## src/rtl/store_buffer.sv

```systemverilog
// store_buffer: DEPTH-entry circular write buffer with byte-wise load forwarding.
// Optional same-word store merging when STBUF_COALESCE_EN is defined.
module store_buffer #(
  parameter int DEPTH  = 4,
  parameter int ADDR_W = 14,
  parameter int DATA_W = 32
) (
  input  logic                clk,
  input  logic                rst_n,
  input  logic                st_valid,
  output logic                st_ready,
  input  logic [ADDR_W-1:0]   st_addr,
  input  logic [DATA_W-1:0]   st_data,
  input  logic [DATA_W/8-1:0] st_we,
  input  logic [ADDR_W-1:0]   ld_addr,
  output logic [DATA_W-1:0]   ld_data,
  output logic [DATA_W/8-1:0] ld_mask,
  output logic                ld_conflict,
  input  logic                drain,
  output logic                empty,
  output logic                mem_req,
  input  logic                mem_gnt,
  output logic [ADDR_W-1:0]   mem_addr,
  output logic [DATA_W-1:0]   mem_din,
  output logic [DATA_W/8-1:0] mem_we
);

  localparam int NB = DATA_W / 8;
  localparam int PW = $clog2(DEPTH);
  localparam int CW = PW + 1;

  logic [ADDR_W-1:0] e_addr [DEPTH];
  logic [DATA_W-1:0] e_data [DEPTH];
  logic [NB-1:0]     e_we   [DEPTH];
  logic [DEPTH-1:0]  e_vld;
  logic [DEPTH-1:0]  vld_nxt;

  logic [PW-1:0] head;
  logic [PW-1:0] tail;
  logic [PW-1:0] last;
  logic [CW-1:0] count;

  logic          pop;
  logic          st_acc;
  logic          push;
  logic          merge;
  logic          coalesce_hit;

  logic [DATA_W-1:0] fwd_data;
  logic [NB-1:0]     fwd_mask;

  assign last    = tail - PW'(1);
  assign empty   = (count == '0);
  assign mem_req = !empty;
  assign pop     = mem_req && mem_gnt;

`ifdef STBUF_COALESCE_EN
  assign coalesce_hit = !empty
                     && (st_addr == e_addr[last])
                     && !((count == CW'(1)) && mem_gnt);
`else
  assign coalesce_hit = 1'b0;
`endif

  assign st_ready = ((count < CW'(DEPTH)) || coalesce_hit)
                 && !(drain && !empty);

  assign st_acc = st_valid && st_ready && (|st_we);
  assign push   = st_acc && !coalesce_hit;
  assign merge  = st_acc && coalesce_hit;

  assign mem_addr = empty ? '0 : e_addr[head];
  assign mem_din  = empty ? '0 : e_data[head];
  assign mem_we   = empty ? '0 : e_we[head];

  // Entry payload: allocate at tail, or merge lanes into youngest.
  always_ff @(posedge clk or negedge rst_n) begin
    if (!rst_n) begin
      for (int i = 0; i < DEPTH; i++) begin
        e_addr[i] <= '0;
        e_data[i] <= '0;
        e_we[i]   <= '0;
      end
    end else begin
      if (push) begin
        e_addr[tail] <= st_addr;
        e_data[tail] <= st_data;
        e_we[tail]   <= st_we;
      end
      if (merge) begin
        for (int b = 0; b < NB; b++) begin
          if (st_we[b]) begin
            e_data[last][8*b +: 8] <= st_data[8*b +: 8];
          end
        end
        e_we[last] <= e_we[last] | st_we;
      end
    end
  end

  // Next valid bits: popped head clears, allocated tail sets.
  always_comb begin
    vld_nxt = e_vld;
    if (pop) begin
      vld_nxt[head] = 1'b0;
    end
    if (push) begin
      vld_nxt[tail] = 1'b1;
    end
  end

  // Valid bits register.
  always_ff @(posedge clk or negedge rst_n) begin
    if (!rst_n) begin
      e_vld <= '0;
    end else begin
      e_vld <= vld_nxt;
    end
  end

  // Head/tail pointers wrap naturally at DEPTH.
  always_ff @(posedge clk or negedge rst_n) begin
    if (!rst_n) begin
      head <= '0;
      tail <= '0;
    end else begin
      if (pop) begin
        head <= head + PW'(1);
      end
      if (push) begin
        tail <= tail + PW'(1);
      end
    end
  end

  // Occupancy: unchanged on simultaneous push and pop.
  always_ff @(posedge clk or negedge rst_n) begin
    if (!rst_n) begin
      count <= '0;
    end else begin
      unique case (1'b1)
        push && !pop: count <= count + CW'(1);
        pop && !push: count <= count - CW'(1);
        default:      count <= count;
      endcase
    end
  end

  // Forwarding scan oldest to youngest so the youngest match wins per lane.
  always_comb begin
    logic [PW-1:0] idx;
    idx      = head;
    fwd_data = '0;
    fwd_mask = '0;
    for (int i = 0; i < DEPTH; i++) begin
      idx = head + PW'(i);
      if (e_vld[idx] && (e_addr[idx] == ld_addr)) begin
        for (int b = 0; b < NB; b++) begin
          if (e_we[idx][b]) begin
            fwd_data[8*b +: 8] = e_data[idx][8*b +: 8];
            fwd_mask[b]        = 1'b1;
          end
        end
      end
    end
  end

  assign ld_data     = fwd_data;
  assign ld_mask     = fwd_mask;
  assign ld_conflict = (|fwd_mask) && !(&fwd_mask);

endmodule

```

## config.mk

```make
export PLATFORM = sky130hd
export DESIGN_NAME = store_buffer
export DESIGN_NICKNAME = d
export VERILOG_FILES = /design/src/rtl/store_buffer.sv
export SDC_FILE = /design/constraint.sdc
export NUM_CORES = 1
export LEC_CHECK = 0
export ABC_AREA = 0
export CORE_ASPECT_RATIO = 0.5
export CORE_UTILIZATION = 35
export CTS_BUF_LIST = sky130_fd_sc_hd__clkbuf_2
export CTS_CLUSTER_DIAMETER = 150
export DETAILED_ROUTE_END_ITERATION = 8
export GPL_ROUTABILITY_DRIVEN = 0
export SYNTH_ARGS = -nofsm -noshare
export SYNTH_HDL_FRONTEND = slang
export SYNTH_SLANG_ARGS = --single-unit
```

## constraint.sdc

```tcl
create_clock -name clk -period 15.5 [get_ports clk]
set_clock_uncertainty 0.2 [all_clocks]
set_input_delay 3.1 -clock clk [delete_from_list [all_inputs] [get_ports clk]]
set_output_delay 3.1 -clock clk [all_outputs]
set_load 0.01 [all_outputs]
```

==> results of run 1 <==
## through the flow
stage               cells  util, %  hold slack [ns]  setup WS (ns)
global route         1936     41.1            0.346           4.39
CTS                  1934     41.1            0.330           4.77
detailed placement   1840     40.0            0.311           4.97
global placement     1840     40.0            0.311           5.02
finish               1937     41.1            0.331           4.82
floorplan            1179        -            0.277           6.81
## placed cells by master (no fill, tap or decap), drive strengths merged, types with 7 or more instances in the layout
cell and count:
nor2 41, nand4 14, clkdlybuf4s50 157, o211ai 7, buf 14, clkbuf 83, o221a 16, a221oi 19
nand2b 17, mux4 180, o21ai 53, nand2 27, dfrtp 211, mux2i 47, xnor2 38, o21a 17
and3 10, and2 38, inv 28, xor2 24, a21oi 11, mux2 204, clkinv 16, nand3 9
ha 9
## worst register-to-register path: cells and delay by family (launching register included)
kind / cells / cell delay [ns]
simple gates: 2 / 0.83
buf+inv: 1 / 0.76
flops: 1 / 0.44
mux: 1 / 0.44
compound gates: 1 / 0.20
## worst paths after layout
| path | start | to | depth (start not counted) | slack, ns |
|---|---|---|---|---|
| min in group asynchronous | rst_n | e_data[68]$_DFFE_PN0P_ | 1 | 1.94 |
| setup / recovery | head[1]$_DFFE_PN0P_ | ld_data[20] | 12 | 4.82 |
| setup reg to reg | count[0]$_DFFE_PN0P_ | e_data[124]$_DFFE_PN0P_ | 5 | 12.46 |
| hold reg to reg | count[2]$_DFFE_PN0P_ | count[2]$_DFFE_PN0P_ | 1 | 0.33 |
| hold / removal | count[2]$_DFFE_PN0P_ | count[2]$_DFFE_PN0P_ | 1 | 0.33 |
| max in group asynchronous | rst_n | e_data[92]$_DFFE_PN0P_ | 2 | 11.62 |
## where the power goes
part,internal [uW],switching [uW],leakage (uW),total [uW]
logic,1560,1120,0.00401,2680
clock network,139,237,0.000364,376
registers,821,355,0.00257,1180
## logic make-up (layout without fill, tap and decap cells)
| kind of cell | after synthesis | after routing |
|---|---|---|
| compound gates | 155 | 155 |
| xor+xnor | 62 | 62 |
| fa+ha+maj | 10 | 10 |
| buf+inv | 131 | 298 |
| flops | 211 | 211 |
| mux | 431 | 431 |
| other cells | 0 | 3 |
| simple gates | 179 | 179 |
## cell type report
cell class / count / area (sq um)
Tap cell: 588 / 736
Timing Repair Buffer: 172 / 1700
Sequential cell: 211 / 5290
Fill cell: 4135 / 25700
Antenna cell: 3 / 7.51
Clock inverter: 12 / 47.5
Inverter: 32 / 120
Clock buffer: 82 / 410
Multi-Input combinational cell: 837 / 9630
## flip-flops by register name, indices dropped and copies added (netlist names)
signal and cells:
e_data 128, e_addr 56, e_we 16, e_vld 4, count 3, head 2, tail 2
## per-layer routing
layer	GRT usage [%]	wire length (um)	vias to the layer above
met3	3.53	2140	89
met1	23.3	17100	5939
met4	7.09	1260	2
met2	34.0	22500	330
met5	0	12	-
li1	-	-	4900
==> metrics.txt, run 1 <==
unrepaired setup endpoints after global routing false; largest family of logic cells by synthesized area multiplexers; cell taking the most area after synthesis dfrtp_1; WP data required 12.20 ns; Post-Synth Simple-Gate Area 6.39%; Post-synth ARST share 100%; Synth cell types 63; Largest stage delay, worst path 0.89 ns; LEAKAGE 0.00695 uW; Post-Synthesis Cells 1179; Synth top cells by count dfrtp_1 (211), mux2_2 (204), mux4_2 (179), mux2i_1 (47), o21ai_0 (46); I/O pins 159; TritonCTS clock tree done; Startpoint Class flop; Vias/cell 5.81; Post-DRT Antenna Nets 0; Slew Limit Fails 0; ys flop type dfrtp_1; Max FO, Critical Path 44; nets@finish 1388; post-CTS sizing 0; TNS Setup 0 ns; worst path bufs/invs 3; Congestion Overflow GR 0; multiplexer share of the synthesized area 44.1%; Area growth, synth to finish 15.8%; clk sinks 211; Total Power 4230 uW; flop and latch count out of synthesis 211; Placement Rows 54; IO Port Bufs 158; synthesized area 0.0155 sq mm; Clock transition at path regs 0.11 ns; Final Routed Wirelength 43000 um; deepest clock path buffer count 3; clock latency on the worst-skew pair 0.91 ns; CP Class flop to output port; width of the chip 300 um; crit-path cells inv_1 > ha_4 > buf_4 > mux4_2 > xor2_1 > nor4b_1 > nand4_1 > nor3b_2 > nor2_2 > a221oi_1 > o21ai_0 > clkdlybuf4s50_1; Synth Area in Compound Gates 7.21%; Via Count 11260; Pwr Density 236 mW/mm^2; Top delay family on crit path simple AND/OR/NAND/NOR gates; largest net degree at the start of global routing 154; Post-DP HPWL 28200 um; initial drt markers 763; outcome finished, final reports clean; top-count cell post-synth dfrtp_1; DRC 0; GRT Total Usage 19.1%; Tcrit/Tclk final 68.9%; core box area 0.0436 sq mm; final hold vios 0; fraction of layout cells with a size suffix above 1 38.5%; Max Cap Viol 0; Num CTS Buffers 55; post-synthesis adder-cell area fraction 0.856%; Die Height 151 um; Post-DP Area 0.0175 sq mm; routed wire length per instance 22.2 um; number of flops mapped to enable cells by yosys 0; CTS Hold Buffers Added 0; Syn. warnings 0; top post-synthesis cells by area dfrtp_1 (34%), mux4_2 (26%), mux2_2 (15%), mux2i_1 (3.0%), xnor2_1 (2.1%); area share of the largest cell type after synthesis 34.1%; Starting Density 35.5%; Synth Area in XOR/XNOR 3.50%; Initial DRT Pass Iterations 5; Synth Net Count 1258; Peak supply drop 140 uV; Worst Tran Pin Value 1.14 ns; Crit. End Element output port; CTS root buf clkbuf_2; Rel. slew slack 24.0%; Final Setup Violations 0; fin crit period 10.68 ns; post-route cell area 0.0179 sq mm; Fmax achieved 0.0937 GHz; # H-tree levels 2; Critical Path AT 7.38 ns; first-pass GRT wire length 67000 um; Hold WC Path Type flop to flop; die area 0.0452 sq mm; Seq/Total Area, Yosys 34.1%; Crit-path slowest cell nor3b_2; setup bufs post-CTS 0; number of global-route vias before repair 11747; initial antenna violation count 3; syn_area_per_cell 13.1 sq um
Power figures use the tool's default switching activity.
==> run 2, diff against run 1 <==
==> constraint.sdc (replaced) <==
create_clock -name clk -period 8.5 [get_ports clk]
set_clock_uncertainty 0.2 [all_clocks]
set_input_delay 1.7 -clock clk [delete_from_list [all_inputs] [get_ports clk]]
set_output_delay 1.7 -clock clk [all_outputs]
set_load 0.01 [all_outputs]
==> run 2 against run 1 <==
Against the previous run:
- routed wire length is 2.6% higher
- first-iteration DRC count is 0.13% lower
- non-clock buffer count is 14 higher
- critical path type unchanged
- critical endpoint is now ld_conflict
- sequential power is 78% higher
==> metrics.txt, run 2 (synthesis results as in run 1) <==
outcome finished, final reports clean; Min Hold Slack 0.328 ns (-0.00262 ns); switching part of the total 40.6% (+0.16 points); Starting Density 35.5% (unchanged); max FFs per register 128 (unchanged); Setup crit end ld_conflict; Critical Path Source head[0]$_DFFE_PN0P_; post-route cell area 0.0181 sq mm (+0.77%); clock power share 9.3% (+0.4 points); nets@finish 1403 (+1.1%); CTS root buf clkbuf_2; Worst Hold Depth 1 (unchanged); Worst Tran Pin Value 1.11 ns (-0.0252 ns); fraction of layout cells with a size suffix above 1 39.3% (+0.77 points); crit-path cells clkinv_1 > buf_4 > ha_4 > mux4_2 > a22oi_2 > o221ai_1 > or4_1 > a2111o_1 > and2_1 > nand3_1 > a2bb2oi_1 > clkdlybuf4s50_1; initial antenna violation count 2 (-1); Largest Register e_data; final hold vios 0 (unchanged); Crit-path slowest cell or4_1; setup bufs post-CTS 0 (unchanged); Via Count 11321 (+0.54%); Final Setup Violations 0 (unchanged); reg2reg end e_we[2]$_DFFE_PN0P_; # H-tree levels 2 (unchanged); first-pass GRT wire length 68500 um (+2.2%); largest net degree at the start of global routing 151 (-1.9%); Rel. slew slack 25.7% (+1.7 points); unrepaired setup endpoints after global routing false; Congestion Overflow GR 0 (unchanged); power share of the combinational group 63.7% (+0.4 points); Max Cap Viol 0 (unchanged); LEAKAGE 0.00704 uW (+1.3%); Largest stage delay, worst path 0.76 ns (-0.13 ns); clk sinks 211 (unchanged); Vias/cell 5.78 (-0.59%); Switch Pwr 3160 uW (+85%); dpl cells 1854 (+0.76%); Critical Path AT 5.98 ns (-1.40 ns); Fmax achieved 0.127 GHz; Max FO, Critical Path 37 (-16%); width of the chip 300 um (unchanged); initial drt markers 762 (-0.13%); deepest clock path buffer count 3 (unchanged); Top delay family on crit path compound AO/OA/AOI/OAI gates; # fillers 4112 (-0.56%); Post-DRT Antenna Nets 0 (unchanged); CP Class flop to output port; Worst R2R Path Depth 5 (unchanged); Area growth, synth to finish 16.7%; Startpoint Class flop; Clock transition at path regs 0.11 ns (about the same); clock latency on the worst-skew pair 0.91 ns (about the same); Die Height 151 um (unchanged); die area 0.0452 sq mm (unchanged); worst path bufs/invs 3 (unchanged); Crit path depth 12 (unchanged); Post-DP HPWL 29600 um (+5.0%); Setup WS pre-CTS 0.964 ns (-4.01 ns); fin crit period 7.88 ns; Placement Rows 54 (unchanged); commonest non-fill, non-tap cell in the layout dfrtp_1; WP data required 6.60 ns (-5.60 ns); reg2reg setup slack 5.00 ns (-7.46 ns); Cell Int Power 4620 uW (+84%); Tcrit/Tclk final 92.6%; DRC 0 (unchanged); post-route setup slack 0.625 ns (-4.20 ns); Pwr Density 431 mW/mm^2 (+83%); Crit. End Element output port; routed wire length per instance 22.5 um (+1.4%); Num CTS Buffers 56 (+1.8%); Initial DRT Pass Iterations 5 (unchanged); Hold WC Path Type flop to flop; hold path startpoint count[2]$_DFFE_PN0P_; post-CTS sizing 0 (unchanged); top flop regs e_data (128), e_addr (56), e_we (16); I/O pins 159 (unchanged); CTS Hold Buffers Added 0 (unchanged); TNS Setup 0 ns (unchanged); Final Routed Wirelength 44100 um (+2.6%); GRT Total Usage 19.6% (+0.46 points); IO Port Bufs 158 (unchanged); Peak supply drop 274 uV (+96%); TritonCTS clock tree done; number of global-route vias before repair 11850 (+0.88%); core box area 0.0436 sq mm (unchanged); Post-DP Area 0.0176 sq mm (+0.60%); most frequent cells in the layout dfrtp_1 (209), mux2_2 (204), mux4_2 (179), clkdlybuf4s50_1 (157), clkbuf_2 (85); Slew Limit Fails 0 (unchanged); reg2reg start count[0]$_DFFE_PN0P_; Flop pwr share 27.0% (-0.8 points); Non-Filler Instances 1959 (+1.1%)
run 2: cell type report:
type                    instances  area, sq um  share of cell area [%]
well taps                     588          736                    4.07
clock buffers                  85          425                    2.35
flip-flops and latches        211         5290                    29.3
diodes                          3         7.51                  0.0415
clock inverters                17         66.3                   0.367
repair buffers                186         1810                    10.0
inverters                      32          120                   0.664
multi-input cells             837         9630                    53.2
run 2: worst min path at each step:
stage | end | slack [ns]
floorplan | count[2]$_DFFE_PN0P_ | 0.28
global placement | count[2]$_DFFE_PN0P_ | 0.31
detailed placement | count[2]$_DFFE_PN0P_ | 0.32
CTS | count[2]$_DFFE_PN0P_ | 0.33
global route | count[2]$_DFFE_PN0P_ | 0.36
finish | count[2]$_DFFE_PN0P_ | 0.33
run 2: metal layers:
metal / up-vias / track usage [%] / wire length [um]
met5: - / 0 / 0
met4: 0 / 6.71 / 1110
met2: 350 / 35.1 / 22800
li1: 4940 / - / -
met1: 5946 / 24.0 / 18000
met3: 85 / 3.40 / 2160
run 2: metrics by stage:
step	utilization, %	power [uW]
2_1_floorplan	-	5670
3_3_place_gp	40.3	6940
3_5_place_dp	40.3	7090
4_1_cts	41.4	7860
5_1_grt	41.4	8330
6_report	41.4	7780
run 2: power by group through the flow:
stage	Clock, uW	Sequential (uW)	Combinational (uW)
after CTS	757	2090	5010
after floorplan	0	1900	3770
after detailed placement	0	2110	4980
after global routing	817	2200	5320
after global placement	0	2030	4910
final	723	2100	4960
==> run 3, diff against run 2 <==
--- a/config.mk
+++ b/config.mk
@@ -7,11 +7,13 @@
 export LEC_CHECK = 0
 export ABC_AREA = 0
 export CORE_ASPECT_RATIO = 0.5
-export CORE_UTILIZATION = 35
+export CORE_MARGIN = 2
+export CORE_UTILIZATION = 54
 export CTS_BUF_LIST = sky130_fd_sc_hd__clkbuf_2
 export CTS_CLUSTER_DIAMETER = 150
 export DETAILED_ROUTE_END_ITERATION = 8
 export GPL_ROUTABILITY_DRIVEN = 0
+export PLACE_DENSITY_LB_ADDON = 0.1
 export SYNTH_ARGS = -nofsm -noshare
 export SYNTH_HDL_FRONTEND = slang
 export SYNTH_SLANG_ARGS = --single-unit
==> run 3 against run 2 <==
Against the previous run:
- non-clock buffer count decreased by 2
- utilization increased by 22 points
- die area down 33%
- sequential power hardly changed
- global-route usage grew 7.8 points
==> metrics.txt, run 3 (synthesis results as in run 1) <==
outcome finished, final reports clean; most used cell, CP buf_4; Congestion Overflow GR 0 (unchanged); unrepaired setup endpoints after global routing false; Non-Filler Instances 1734 (-11%); Max Cap Viol 0 (unchanged); Min Hold Slack 0.329 ns (+0.00135 ns); width of the chip 244 um (-19%); CTS root buf clkbuf_2; Tcrit/Tclk final 90.4% (-2.3 points); crit-path cells clkinv_1 > buf_4 > ha_4 > buf_4 > mux2i_1 > xor2_1 > nand4_1 > a2111oi_2 > nand3_2 > nand3_1 > o221a_2 > clkdlybuf4s50_1; reg2reg start count[0]$_DFFE_PN0P_; routed wire length per instance 23.3 um (+3.5%); DRC 0 (unchanged); reg2reg setup slack 5.13 ns (+0.13 ns); reg2reg end e_data[91]$_DFFE_PN0P_; # H-tree levels 2 (unchanged); fraction of layout cells with a size suffix above 1 38.3% (-0.94 points); Initial DRT Pass Iterations 5 (unchanged); TritonCTS clock tree done; power share of the combinational group 64.0% (+0.3 points); initial drt markers 878 (+15%); TNS Setup 0 ns (unchanged); most frequent cells in the layout dfrtp_1 (209), mux2_2 (204), mux4_2 (179), clkdlybuf4s50_1 (157), clkbuf_2 (69); nets@finish 1396 (-0.50%); Clock transition at path regs 0.12 ns (about the same); Final Routed Wirelength 40400 um (-8.4%); CP Class flop to output port; Cell Int Power 4570 uW (-1.1%); Largest Register e_data; Die Height 124 um (-18%); Final Setup Violations 0 (unchanged); Fmax achieved 0.130 GHz (+2.5%); fin crit period 7.68 ns (-0.195 ns); Worst R2R Path Depth 5 (unchanged); clock latency on the worst-skew pair 0.88 ns (-0.03 ns); Crit. End Element output port; Pwr Density 430 mW/mm^2 (-0.21%); setup bufs post-CTS 0 (unchanged); switching part of the total 40.0% (-0.61 points); Largest stage delay, worst path 0.87 ns (+0.11 ns); max FFs per register 128 (unchanged); Switch Pwr 3050 uW (-3.6%); Startpoint Class flop; Flop pwr share 27.6% (+0.6 points); hold path startpoint count[0]$_DFFE_PN0P_; Via Count 11347 (+0.23%); LEAKAGE 0.00696 uW (-1.1%); initial antenna violation count 0 (-2); top flop regs e_data (128), e_addr (56), e_we (16); Peak supply drop 376 uV (+37%); Vias/cell 6.54 (+13%); CTS Hold Buffers Added 0 (unchanged); Rel. slew slack 29.0% (+3.3 points); Worst Hold Depth 1 (unchanged); die area 0.0301 sq mm (-33%); Core Util, Final 63.4% (+22 points); Post-DP HPWL 26900 um (-9.3%); worst path bufs/invs 4 (+1); I/O pins 159 (unchanged); Max FO, Critical Path 29 (-22%); Placement Rows 43 (-20%); clk sinks 211 (unchanged); Ant. Diodes 0 (-3); dpl cells 1646 (-11%); WHS Endpoint count[0]$_DFFE_PN0P_; deepest clock path buffer count 3 (unchanged); commonest non-fill, non-tap cell in the layout dfrtp_1; number of global-route vias before repair 11310 (-4.6%); WP data required 6.60 ns (about the same); first-pass GRT wire length 63700 um (-7.1%); clock power share 8.4% (-0.9 points); Hold WC Path Type flop to flop; Critical Path AT 5.78 ns (-0.20 ns); final hold vios 0 (unchanged); post-CTS sizing 0 (unchanged); Worst Tran Pin Value 1.06 ns (-0.0557 ns); GRT Total Usage 27.4% (+7.8 points); IO Port Bufs 158 (unchanged); Top delay family on crit path compound AO/OA/AOI/OAI gates; Area growth, synth to finish 14.4%; largest net degree at the start of global routing 158 (+4.6%); Crit-path slowest cell a2111oi_2; Num CTS Buffers 51 (-8.9%); # fillers 2174 (-47%); core box area 0.0280 sq mm (-36%); Total Power 7620 uW (-2.1%); Post-DRT Antenna Nets 0 (unchanged); Starting Density 55.4% (+20 points); Slew Limit Fails 0 (unchanged)
-- run 3: cell type report --
cell class	count	area, sq um	share of cell area (%)
clock buffer	69	345	1.95
clock inverter	19	76.3	0.431
inverter	32	120	0.678
multi-input combinational	837	9630	54.3
sequential	211	5290	29.8
tap	382	478	2.70
timing repair buffer	184	1790	10.1
-- run 3: worst max-delay path by stage --
stage,to,start,cells after the start
2_1_floorplan,ld_data[11],head[0]$_DFFE_PN0P_,16
3_3_place_gp,ld_conflict,ld_addr[3],10
3_5_place_dp,ld_data[8],ld_addr[1],9
4_1_cts,ld_data[8],head[0]$_DFFE_PN0P_,12
5_1_grt,ld_data[8],head[0]$_DFFE_PN0P_,12
6_report,ld_data[8],head[0]$_DFFE_PN0P_,12
-- run 3: power by group through the flow --
stage,Combinational [uW],Sequential (uW),Clock (uW)
after global routing,5220,2190,728
after detailed placement,4890,2110,0
after floorplan,3770,1900,0
after CTS,4910,2090,667
after global placement,4800,2030,0
final,4870,2100,641
-- run 3: routing by layer --
layer | track usage (%) | vias to the layer above | routed length (um)
li1 | - | 4913 | -
met5 | 0 | - | 0
met1 | 37.5 | 5909 | 16900
met2 | 46.1 | 457 | 19900
met3 | 4.89 | 68 | 2830
met4 | 7.24 | 0 | 754
-- run 3: metrics by stage --
| stage | worst slack [ns] | instance area (sq um) |
|---|---|---|
| after floorplan | 2.54 | 15500 |
| after global placement | 1.16 | 17300 |
| after detailed placement | 1.06 | 17300 |
| after CTS | 0.757 | 17700 |
| after global routing | 0.415 | 17700 |
| final | 0.820 | 17700 |
